### config.mk
export PLATFORM = sky130hd
export DESIGN_NAME = maxnet_engine
export DESIGN_NICKNAME = d
export VERILOG_FILES = /design/src/rtl/maxnet_engine.sv
export SDC_FILE = /design/constraint.sdc
export NUM_CORES = 1
export LEC_CHECK = 0
export CAP_MARGIN = 20
export CORE_AREA = 2 2 359 219
export DETAILED_ROUTE_END_ITERATION = 12
export DIE_AREA = 0 0 361 221
export PLACE_DENSITY = 0.46
export SLEW_MARGIN = 40
export SYNTH_ARGS = -nofsm -noshare
export SYNTH_HDL_FRONTEND = slang
export SYNTH_SLANG_ARGS = --single-unit
### constraint.sdc
create_clock -name clk_i -period 13.99 [get_ports clk_i]
set_clock_uncertainty 0.1 [all_clocks]
set_input_delay 2.798 -clock clk_i [delete_from_list [all_inputs] [get_ports clk_i]]
set_output_delay 2.798 -clock clk_i [all_outputs]
set_load 0.03 [all_outputs]
### src/rtl/maxnet_engine.sv
// Time-multiplexed Maxnet: loads N scores, then repeatedly subtracts eps*(S - x_k)
// from each score with one shared adder/multiplier until at most one survives.
//
// state    | meaning
// ---------+-----------------------------------------------------------------
// S_LOAD   | accept scores x_0..x_{N-1}; once ptr reaches N, go to S_CHECK
// S_CHECK  | decide: finished, hit iteration cap, or start another iteration
// S_SUM    | accumulate S over all x, one channel per cycle
// S_UPDATE | x_k <= ReLU(x_k - eps*(S - x_k)) one channel per cycle, recount nz
// S_DONE   | hold result until out_valid_o & out_ready_i
module maxnet_engine #(
  parameter int N        = 4,
  parameter int DATA_W   = 32,
  parameter int FRAC_W   = 8,
  parameter int EPS      = 51,
  parameter int MAX_ITER = 16,
  parameter int IDX_W    = $clog2(N),
  parameter int IT_W     = $clog2(MAX_ITER + 1)
) (
  input  logic              clk_i,
  input  logic              rst_ni,
  input  logic              in_valid_i,
  output logic              in_ready_o,
  input  logic [DATA_W-1:0] in_data_i,
  output logic              busy_o,
  output logic              out_valid_o,
  input  logic              out_ready_i,
  output logic [IDX_W-1:0]  win_idx_o,
  output logic [DATA_W-1:0] win_value_o,
  output logic [IT_W-1:0]   iter_count_o,
  output logic              timeout_o,
  output logic              all_zero_o
);

  localparam int ACC_W  = DATA_W + $clog2(N);
  localparam int PROD_W = ACC_W + FRAC_W;
  localparam int PTR_W  = $clog2(N + 1);

  typedef enum logic [2:0] {S_LOAD, S_CHECK, S_SUM, S_UPDATE, S_DONE} state_t;

  state_t            state_q, state_d;
  logic [DATA_W-1:0] x_q [N];
  logic [DATA_W-1:0] x_d [N];
  logic [DATA_W-1:0] orig_q [N];
  logic [DATA_W-1:0] orig_d [N];
  logic [PTR_W-1:0]  ptr_q, ptr_d;
  logic [PTR_W-1:0]  nz_q, nz_d;
  logic [IDX_W-1:0]  k_q, k_d;
  logic [IDX_W-1:0]  win_idx_q, win_idx_d;
  logic [ACC_W-1:0]  sum_q, sum_d;
  logic [IT_W-1:0]   iter_q, iter_d;
  logic              timeout_q, timeout_d;
  logic              all_zero_q, all_zero_d;

  // Lowest index holding the largest x; also the sole non-zero index when nz<=1
  logic [IDX_W-1:0]  best_idx;
  logic [DATA_W-1:0] best_val;
  always_comb begin
    best_idx = '0;
    best_val = x_q[0];
    for (int i = 1; i < N; i++) begin
      if (x_q[i] > best_val) begin
        best_val = x_q[i];
        best_idx = IDX_W'(i);
      end
    end
  end

  // Shared datapath: S is frozen during UPDATE, so in-place writes are safe
  logic [DATA_W-1:0] xk;
  logic [ACC_W-1:0]  diff;
  logic [PROD_W-1:0] prod;
  logic [ACC_W-1:0]  p;
  logic [DATA_W-1:0] x_new;

  assign xk    = x_q[k_q];
  assign diff  = sum_q - ACC_W'(xk);
  assign prod  = PROD_W'(EPS) * PROD_W'(diff);
  assign p     = ACC_W'(prod >> FRAC_W);
  assign x_new = (p >= ACC_W'(xk)) ? '0 : xk - p[DATA_W-1:0];

  always_comb begin
    state_d     = state_q;
    x_d         = x_q;
    orig_d      = orig_q;
    ptr_d       = ptr_q;
    nz_d        = nz_q;
    k_d         = k_q;
    win_idx_d   = win_idx_q;
    sum_d       = sum_q;
    iter_d      = iter_q;
    timeout_d   = timeout_q;
    all_zero_d  = all_zero_q;
    in_ready_o  = 1'b0;
    busy_o      = 1'b1;
    out_valid_o = 1'b0;

    case (state_q)
      S_LOAD: begin
        busy_o = 1'b0;
        if (ptr_q == PTR_W'(N)) begin
          state_d = S_CHECK;
        end else begin
          in_ready_o = 1'b1;
          if (in_valid_i) begin
            x_d[ptr_q[IDX_W-1:0]]    = in_data_i;
            orig_d[ptr_q[IDX_W-1:0]] = in_data_i;
            ptr_d = ptr_q + PTR_W'(1);
            nz_d  = nz_q + PTR_W'(in_data_i != '0);
          end
        end
      end

      S_CHECK: begin
        if (nz_q <= PTR_W'(1)) begin
          state_d    = S_DONE;
          win_idx_d  = best_idx;
          all_zero_d = (nz_q == '0);
        end else if (iter_q == IT_W'(MAX_ITER)) begin
          state_d   = S_DONE;
          win_idx_d = best_idx;
          timeout_d = 1'b1;
        end else begin
          state_d = S_SUM;
          sum_d   = '0;
          k_d     = '0;
        end
      end

      S_SUM: begin
        sum_d = sum_q + ACC_W'(xk);
        if (k_q == IDX_W'(N - 1)) begin
          k_d     = '0;
          state_d = S_UPDATE;
        end else begin
          k_d = k_q + IDX_W'(1);
        end
      end

      S_UPDATE: begin
        x_d[k_q] = x_new;
        nz_d     = ((k_q == '0) ? '0 : nz_q) + PTR_W'(x_new != '0);
        if (k_q == IDX_W'(N - 1)) begin
          k_d     = '0;
          iter_d  = iter_q + IT_W'(1);
          state_d = S_CHECK;
        end else begin
          k_d = k_q + IDX_W'(1);
        end
      end

      S_DONE: begin
        out_valid_o = 1'b1;
        if (out_ready_i) begin
          state_d    = S_LOAD;
          ptr_d      = '0;
          nz_d       = '0;
          iter_d     = '0;
          timeout_d  = 1'b0;
          all_zero_d = 1'b0;
        end
      end

      default: state_d = S_LOAD;
    endcase
  end

  always_ff @(posedge clk_i or negedge rst_ni) begin
    if (!rst_ni) begin
      state_q    <= S_LOAD;
      for (int i = 0; i < N; i++) begin
        x_q[i]    <= '0;
        orig_q[i] <= '0;
      end
      ptr_q      <= '0;
      nz_q       <= '0;
      k_q        <= '0;
      win_idx_q  <= '0;
      sum_q      <= '0;
      iter_q     <= '0;
      timeout_q  <= 1'b0;
      all_zero_q <= 1'b0;
    end else begin
      state_q    <= state_d;
      x_q        <= x_d;
      orig_q     <= orig_d;
      ptr_q      <= ptr_d;
      nz_q       <= nz_d;
      k_q        <= k_d;
      win_idx_q  <= win_idx_d;
      sum_q      <= sum_d;
      iter_q     <= iter_d;
      timeout_q  <= timeout_d;
      all_zero_q <= all_zero_d;
    end
  end

  assign win_idx_o    = win_idx_q;
  assign win_value_o  = orig_q[win_idx_q];
  assign iter_count_o = iter_q;
  assign timeout_o    = timeout_q;
  assign all_zero_o   = all_zero_q;

endmodule
### Word level (Yosys, flattened, before mapping)

Index checks and enable logic that the tools add are counted.

* register bits: 310
* word-level logic and storage cells: 142
* output and inout port bits: 44
* input bits: 36

* mux-type cells: 58
* multipliers: 1
* equality and inequality tests: 17
* magnitude comparators: 10
* $add $sub $neg: 8
* reductions and logical operators: 27
* bitwise logic cells: 4

Operator list (count)
* bitwise mux 128 bit: 3
* 2-to-1 mux 32 bit: 9
* 2-to-1 mux 128 bit: 2
* one-hot mux 128 bit (2 select lines): 1
* binary-select mux 32 bit (select 2 bit): 2
* demux 32 bit (select 2 bit): 2
* greater-than comparator 32 bit: 3
* 2-to-1 mux 34 bit: 2
* one-hot mux 34 bit (2 select lines): 1
* nonzero test 32 bit: 2
* multiplier 6 x 34 -> 40 bit (first input constant): 1
* adder 34 x 32 -> 34 bit: 1
* subtractor 34 x 32 -> 34 bit: 1
* 2-to-1 mux 3 bit: 11
* >= comparator 32 bit: 1
* subtractor 32 bit: 1
* != test 2 bit (second input constant): 10
* AND reduction 3 bit: 6
* AND reduction 4 bit: 4
* one-hot mux 3 bit (5 select lines): 1
* 2-to-1 mux 2 bit: 7
* nonzero test 2 bit: 7
* 2-to-1 mux 5 bit: 2
* one-hot mux 5 bit (2 select lines): 1
* other kinds (25): 44

### Logic depth before layout (Yosys ltp)

Gate-level depths: netlist (run 1).

* depth in word-level cells: 11
* depth in mapped cells: 51
* gate-level depth less buffers: 46

### Least setup slack after synthesis (run 1)

Ideal clock, no wire load.

* path type: reg2reg
* start: register k_q[0]
* end: register nz_q[2]
* setup slack: 3.045 ns
* library setup time: 0.121 ns
* path buffers: 6
* data required time: 13.769 ns
* cell stages (with the launch flop): 49
* clock period less this slack: 10.945 ns
* arrival: 10.724 ns
* path through: dfrtp_1 clkbuf_1 buf_1 mux4_2 inv_1 ha_1 clkbuf_1 nand3_1 a211o_1 a21oi_1 a31o_2 a21oi_1 a311oi_1 a21o_1 a21oi_1 xnor2_1 ha_1 clkbuf_1 [... 13 more ...] a21oi_1 xor2_1 ha_1 clkbuf_1 nand4_1 nor4_1 a22o_1 a21o_1 buf_2 a31oi_1 a2111oi_0 nand3b_1 or4_1 ha_1 ha_1 a22oi_1 o21ai_0 a22o_1

* word-level cells in the longest chain between the ends: 11
* elaborated cells between the ends (all ways): 14
* classes of those cells: add/sub (3); mul (1); order compare (1); mux (6); bitwise (1); reduce/logical (2)

RTL lines
* from (decl): line 48 `logic [IDX_W-1:0] k_q, k_d;`
* from (signal assigned): line 189 `k_q <= k_d;`
* inverter 2 -> 3 bit (implied by the code): line 76 `assign xk = x_q[k_q];`
* binary-select mux 32 bit (select 2 bit): line 76
* 2-to-1 mux 32 bit (implied by the code) (2 in a row): line 76
* subtractor 34 x 32 -> 34 bit: line 77 `assign diff = sum_q - ACC_W'(xk);`
* multiplier 6 x 34 -> 40 bit: line 78 `assign prod = PROD_W'(EPS) * PROD_W'(diff);`
* subtractor 32 bit or >= comparator 32 bit (tied branches): line 80 `assign x_new = (p >= ACC_W'(xk)) ? '0 : xk - p[DATA_W-1:0];`
* 2-to-1 mux 32 bit: line 80
* nonzero test 32 bit: line 142 `nz_d = ((k_q == '0) ? '0 : nz_q) + PTR_W'(x_new != '0);`
* adder 3 x 1 -> 3 bit (*): line 142
* one-hot mux 3 bit (3 select lines) (*): line 98 `case (state_q)`
* to (signal assigned): line 188 `nz_q <= nz_d;`
* to (decl): line 47 `logic [PTR_W-1:0] nz_q, nz_d;`

Every way passes the cells marked *; elsewhere a longest branch is shown, timed or not. The select of a mux whose other input is x is not followed.
A chain may end at the register's enable or synchronous reset.

### Worst setup path in the final report (run 1)

Same ends and word-level chain as after synthesis.

==> run_results.csv, run 1 <==
group,metric,value,unit
clock_network,cts_setup_buffers,0,
floorplan,io-pin-count,80,
final_layout,nNetsFinal,3351,
routing,num_vias,22400,
floorplan,floorplan.rows,79,
grt,grt_max_degree,75,
yosys,synth_edf_count,0,
sta,final_max_slew_viol_count,0,
sta,fin_crit_sh,91.3,%
placed_design,place.gp.congestion,0.932,
placed_design,hpwl,67000,um
floorplan,initial_core_util,34.7,%
final_layout,final_common_cell,"nand2_1",
clock_network,cts_buffers,34,
sta,setup_violations,0,
critical_path,critPathCaptureType,"flop",
yosys,synth_fp_nets,3372,
sta,fin_crit,12780,ps
critical_path,r2r_end,"nz_q[2]$_DFFE_PN0P_",
routing,drt-wirelength-per-cell,22.7,um
yosys,ys_warn_count,0,
sta,worst_pin_slew,862,ps
yosys,synth_area,26600,um^2
critical_path,r2r_slack,1210,ps
routing,wirelength,91100,um
clock_network,cts_tree,"yes",
clock_network,clock-sinks,310,
critical_path,required,14330,ps
final_layout,num-fill-cells,7738,
clock_network,ctsResizeCount,0,
critical_path,rr_startpoint,"k_q[0]$_DFFE_PN0P_",
clock_network,max-clock-path-buffers,3,
grt,antenna_found_initial,1,
clock_network,hold_buffers,0,
grt,grt_pass1_vias,21700,
routing,firstDrtPassIters,6,
hold_path,hold_path.class,"flop to flop",
grt,grt_pass1_wl,139000,um
clock_network,root_buffer,"clkbuf_16",
sta,setup-tns-final,0,ps
placed_design,io_buffers,79,
critical_path,crit_type,"flop to flop",
routing,antenna_left,0,
hold_path,hold_end,"orig_q[101]$_DFFE_PN0P_",
yosys,async_reset_ff_share,100,%
grt,grt_use_total,22.6,%
final_layout,drive_gt1_share,10.8,%
hold_path,min_from,"orig_q[101]$_DFFE_PN0P_",
clock_network,clk_latency,550,ps
critical_path,reg2reg_depth,43,
sta,hold_violations,0,
routing,drc_errors,0,
final_layout,area_delta_synth_final,10.9,%
routing,viasPerCell,5.59,
yosys,synth_top_flop_cell,"dfrtp_1",
critical_path,critPathLaunchType,"flop",
sta,slew_headroom,42.6,%
floorplan,core-area,76600,um^2
hold_path,worstHoldPathCells,2,
yosys,syn_area_per_cell,8.89,um^2
critical_path,crit_arrival,13120,ps
routing,first_iter_violations,2190,
critical_path,critPathMaxFanout,26,
yosys,yosys.cell_types.count,72,
floorplan,die_area,79800,um^2
sta,grt_setup_unrepaired,"false",
floorplan,fp.dieH,221,um
sta,fmax,78.3,MHz
clock_network,htree_levels,2,
yosys,synth_seq_area_share,29.2,%
yosys,ys_ff_latch,310,
critical_path,cp_slowest_stage_delay,760,ps
job,maxCapViolations,0,
final_layout,final_cell_mix,"nand2_1 (313), dfrtp_1 (308), ha_1 (300)",
critical_path,slowest_stage,"o41ai_1",
outcome,outcome,"finished, final reports clean",
grt,grt.overflow.total,0,
clock_network,cts.reportedPaths.clkPinSlew,70,ps
floorplan,die_w,361,um
yosys,synth_cells,2989,
layout make-up:
class / count / area (um^2) / share of cell area, %
clock inverter: 11 / 109 / 0.369
tap: 1012 / 1270 / 4.29
antenna: 1 / 2.50 / 0.00849
clock buffer: 50 / 982 / 3.33
multi-input combinational: 2239 / 17300 / 58.6
sequential: 310 / 7760 / 26.3
inverter: 269 / 1010 / 3.42
timing repair buffer: 114 / 1080 / 3.65
cells in the mapped netlist (17+ instances only):
cell type,instances,share of area [%]
a31oi_1,18,0.42
nand2_1,318,4.5
clkbuf_1,149,2.1
a22oi_1,30,0.85
xor2_1,55,1.8
nor2_1,241,3.4
o22ai_1,19,0.45
mux4_2,64,5.4
nor4_1,20,0.47
nand4_1,43,1.0
nor3_1,36,0.68
nand2b_1,28,0.66
fa_1,47,3.5
ha_1,300,14
inv_1,267,3.8
a21oi_1,238,4.5
a21o_1,92,2.6
a211oi_1,17,0.48
nand3_1,19,0.36
dfrtp_1,310,29
nor2b_1,26,0.61
mux2_2,128,5.4
o21a_1,23,0.65
o21ai_0,189,3.6
xnor2_1,81,2.7
mux2i_1,33,1.2
and2_1,20,0.47
state kept, by name, summed over array words and instances, names as in the netlist:
register      count
win_idx_o         2
iter_count_o      5
nz_q              3
orig_q          128
sum_q            34
x_q             128
all_zero_o        1
k_q               2
timeout_o         1
state_q           3
ptr_q             3
logic make-up (layout without fill, tap and decap cells):
group / count (synthesis) / after routing / share of synthesized area, %
AOI/OAI and AO/OA: 732 / 732 / 16.9
xor gates and xnor gates: 136 / 136 / 4.48
adders and majority gates: 347 / 347 / 17.7
buffers and inverters: 440 / 444 / 6.26
DFF: 310 / 310 / 29.2
muxes: 225 / 225 / 12.1
other: 0 / 1 / 0
and+or+nand+nor: 799 / 799 / 13.4
worst max-delay path, delay by kind of cell (launching register included):
family / cells / cell delay [ps]
xor+xnor: 3 / 640
fa+ha+maj: 8 / 2710
simple gates: 6 / 1730
buf+inv: 2 / 220
compound gates: 23 / 5890
mux: 1 / 610
flops: 1 / 710
worst max-delay path by stage:
stage                            start             endpoint
detailed placement  k_q[0]$_DFFE_PN0P_  nz_q[2]$_DFFE_PN0P_
global route        k_q[0]$_DFFE_PN0P_  nz_q[2]$_DFFE_PN0P_
finish              k_q[0]$_DFFE_PN0P_  nz_q[2]$_DFFE_PN0P_
floorplan           k_q[0]$_DFFE_PN0P_  nz_q[2]$_DFFE_PN0P_
global placement    k_q[0]$_DFFE_PN0P_  nz_q[2]$_DFFE_PN0P_
CTS                 k_q[0]$_DFFE_PN0P_  nz_q[2]$_DFFE_PN0P_
through the flow:
stage | utilization (%) | setup WS [ps] | instances | hold slack [ps] | cell area (um^2)
after floorplan | - | 3050 | 2989 | 342 | 26600
after global placement | 37.0 | 1270 | 3944 | 355 | 28300
after detailed placement | 37.0 | 1200 | 3944 | 362 | 28400
after CTS | 38.5 | 1150 | 4005 | 380 | 29500
after global routing | 38.5 | 483 | 4005 | 397 | 29500
final | 38.5 | 1210 | 4006 | 374 | 29500
per-layer routing:
layer,GRT usage [%],wire length [um],vias to the layer above
met2,30.0,35100,847
met5,0,0,-
met3,5.40,8140,87
li1,-,-,10400
met1,36.4,46700,11100
met4,3.89,1210,0
Power of run 1 is left out: the tool's default activity adds up to more than one toggle a clock period on the data nets, which glitch-free logic cannot reach.
==> run 2: changes to the inputs <==
- ABC_CLOCK_PERIOD_IN_PS: default -> 13990
==> results of run 2 <==
Final layout, timing and power as in run 1 (identical DEF).
Power of run 2 is left out for the same reason.
==> run 3: changes to the inputs <==
- CORE_AREA: 2 2 359 219 -> 2 2 282 173
- DIE_AREA: 0 0 361 221 -> 0 0 284 175
- GPL_ROUTABILITY_DRIVEN: default -> 0
- PLACE_DENSITY: 0.46 -> 0.7
- SKIP_CTS_REPAIR_TIMING: default -> 1
==> run_results.csv, run 3 (synthesis results as in run 1) <==
group,metric,value,unit
critical_path,critPathBufInv,2,
routing,drt-wirelength-per-cell,22.5,um
clock_network,max-clock-path-buffers,3,
routing,antenna_left,0,
placed_design,io_buffers,79,
floorplan,die_area,49700,um^2
sta,fin_crit_sh,91.7,%
final_layout,regArea,7760,um^2
critical_path,crit_start,"k_q[0]$_DFFE_PN0P_",
sta,hold_violations,0,
routing,first_iter_violations,2701,
critical_path,path_delay_family,"compound AO/OA/AOI/OAI gates",
critical_path,critPathCaptureType,"flop",
final_layout,final_common_cell,"nand2_1",
grt,grt_max_degree,105,
critical_path,rr_startpoint,"k_q[0]$_DFFE_PN0P_",
critical_path,required,14430,ps
floorplan,core-area,47200,um^2
clock_network,root_buffer,"clkbuf_16",
routing,wirelength,81500,um
routing,firstDrtPassIters,6,
critical_path,crit_arrival,13270,ps
grt,antenna_found_initial,0,
job,maxCapViolations,0,
critical_path,critPathMaxFanout,26,
clock_network,clock-sinks,310,
grt,grt_pass1_wl,129000,um
final_layout,multiInputGateArea,17300,um^2
final_layout,num-fill-cells,4001,
grt,grt_pass1_vias,22900,
hold_path,hold_path.class,"flop to flop",
sta,grt_setup_unrepaired,"false",
final_layout,diodes,0,
floorplan,die_w,284,um
final_layout,drive_gt1_share,10.7,%
sta,setup_violations,0,
clock_network,clk_latency,590,ps
critical_path,cp_slowest_stage_delay,790,ps
clock_network,cts_tree,"yes",
sta,setup-tns-final,0,ps
routing,viasPerCell,6.36,
clock_network,cts_buffers,31,
sta,fmax,77.9,MHz
critical_path,slowest_stage,"o41ai_1",
floorplan,io-pin-count,80,
floorplan,floorplan.rows,62,
final_layout,area_delta_synth_final,8.96,%
clock_network,cts.reportedPaths.clkPinSlew,70,ps
final_layout,nNetsFinal,3343,
critical_path,crit_type,"flop to flop",
floorplan,fp.dieH,175,um
sta,worst_pin_slew,874,ps
sta,fin_crit,12830,ps
sta,final_max_slew_viol_count,0,
final_layout,final_cell_mix,"nand2_1 (311), dfrtp_1 (308), ha_1 (300)",
grt,grt_use_total,32.7,%
final_layout,fin_area,29000,um^2
final_layout,reg_top3,"orig_q: 128 flops, x_q: 128 flops, sum_q: 34 flops",
routing,drc_errors,0,
floorplan,initial_core_util,56.4,%
hold_path,min_from,"orig_q[110]$_DFFE_PN0P_",
sta,slew_headroom,41.0,%
clock_network,htree_levels,1,
critical_path,critPathLaunchType,"flop",
placed_design,hpwl,59100,um
outcome,outcome,"finished, final reports clean",
critical_path,cp_common_cell,"a21o_1",
grt,grt.overflow.total,0,
routing,num_vias,23100,
placed_design,place_area,27900,um^2
==> run 3: cell types whose count changed in the layout (fill, tap and decap cells not counted), sizes merged <==
cell,before,now
buf,36,31
inv,267,269
diode,1,0
clkinvlp,1,2
clkbuf,50,43
bufinv,1,2
clkinv,11,9
==> run 3: per-layer routing <==
layer | vias up | global-route usage, % | part of all wire, %
li1 | 10400 | - | -
met2 | 1211 | 48.1 | 42
met4 | 0 | 8.68 | 2.5
met1 | 11300 | 47.7 | 45
met3 | 167 | 8.72 | 11
met5 | - | 0 | 0
==> run 3: cell type report <==
type | count | share of cell area [%]
clock buffers | 43 | 3.18
clock inverters | 13 | 0.466
inverters | 269 | 3.49
repair buffers | 109 | 3.77
multi-input cells | 2239 | 59.5
flip-flops and latches | 310 | 26.8
well taps | 640 | 2.76
==> run 3: tightest hold or removal path, delay by kind of cell (launching register included) <==
| kind | cells | cell delay (ps) |
|---|---|---|
| flip-flops | 1 | 350 |
| AND/OR/NAND/NOR | 2 | 100 |
==> run 3: worst paths after layout <==
check                                      endpoint  slack (ps)  cells past startpoint
setup reg to reg                nz_q[2]$_DFFE_PN0P_        1160                     43
hold / removal              orig_q[110]$_DFFE_PN0P_         380                      2
max in group asynchronous  win_idx_o[0]$_DFFE_PN0P_        9740                      4
min in group asynchronous    orig_q[68]$_DFFE_PN0P_        1970                      1
hold reg to reg             orig_q[110]$_DFFE_PN0P_         380                      2
setup / recovery                nz_q[2]$_DFFE_PN0P_        1160                     43
==> run 3: per-stage QoR <==
stage / utilization [%] / instances / worst slack [ps] / hold slack, ps
finish: 61.4 / 3623 / 1160 / 383
global route: 61.4 / 3623 / 580 / 401
CTS: 61.3 / 3622 / 1640 / 383
detailed placement: 59.1 / 3566 / 1670 / 364
global placement: 58.9 / 3564 / 2060 / 354
floorplan: - / 2989 / 3050 / 342
Power of run 3 is left out for the same reason.
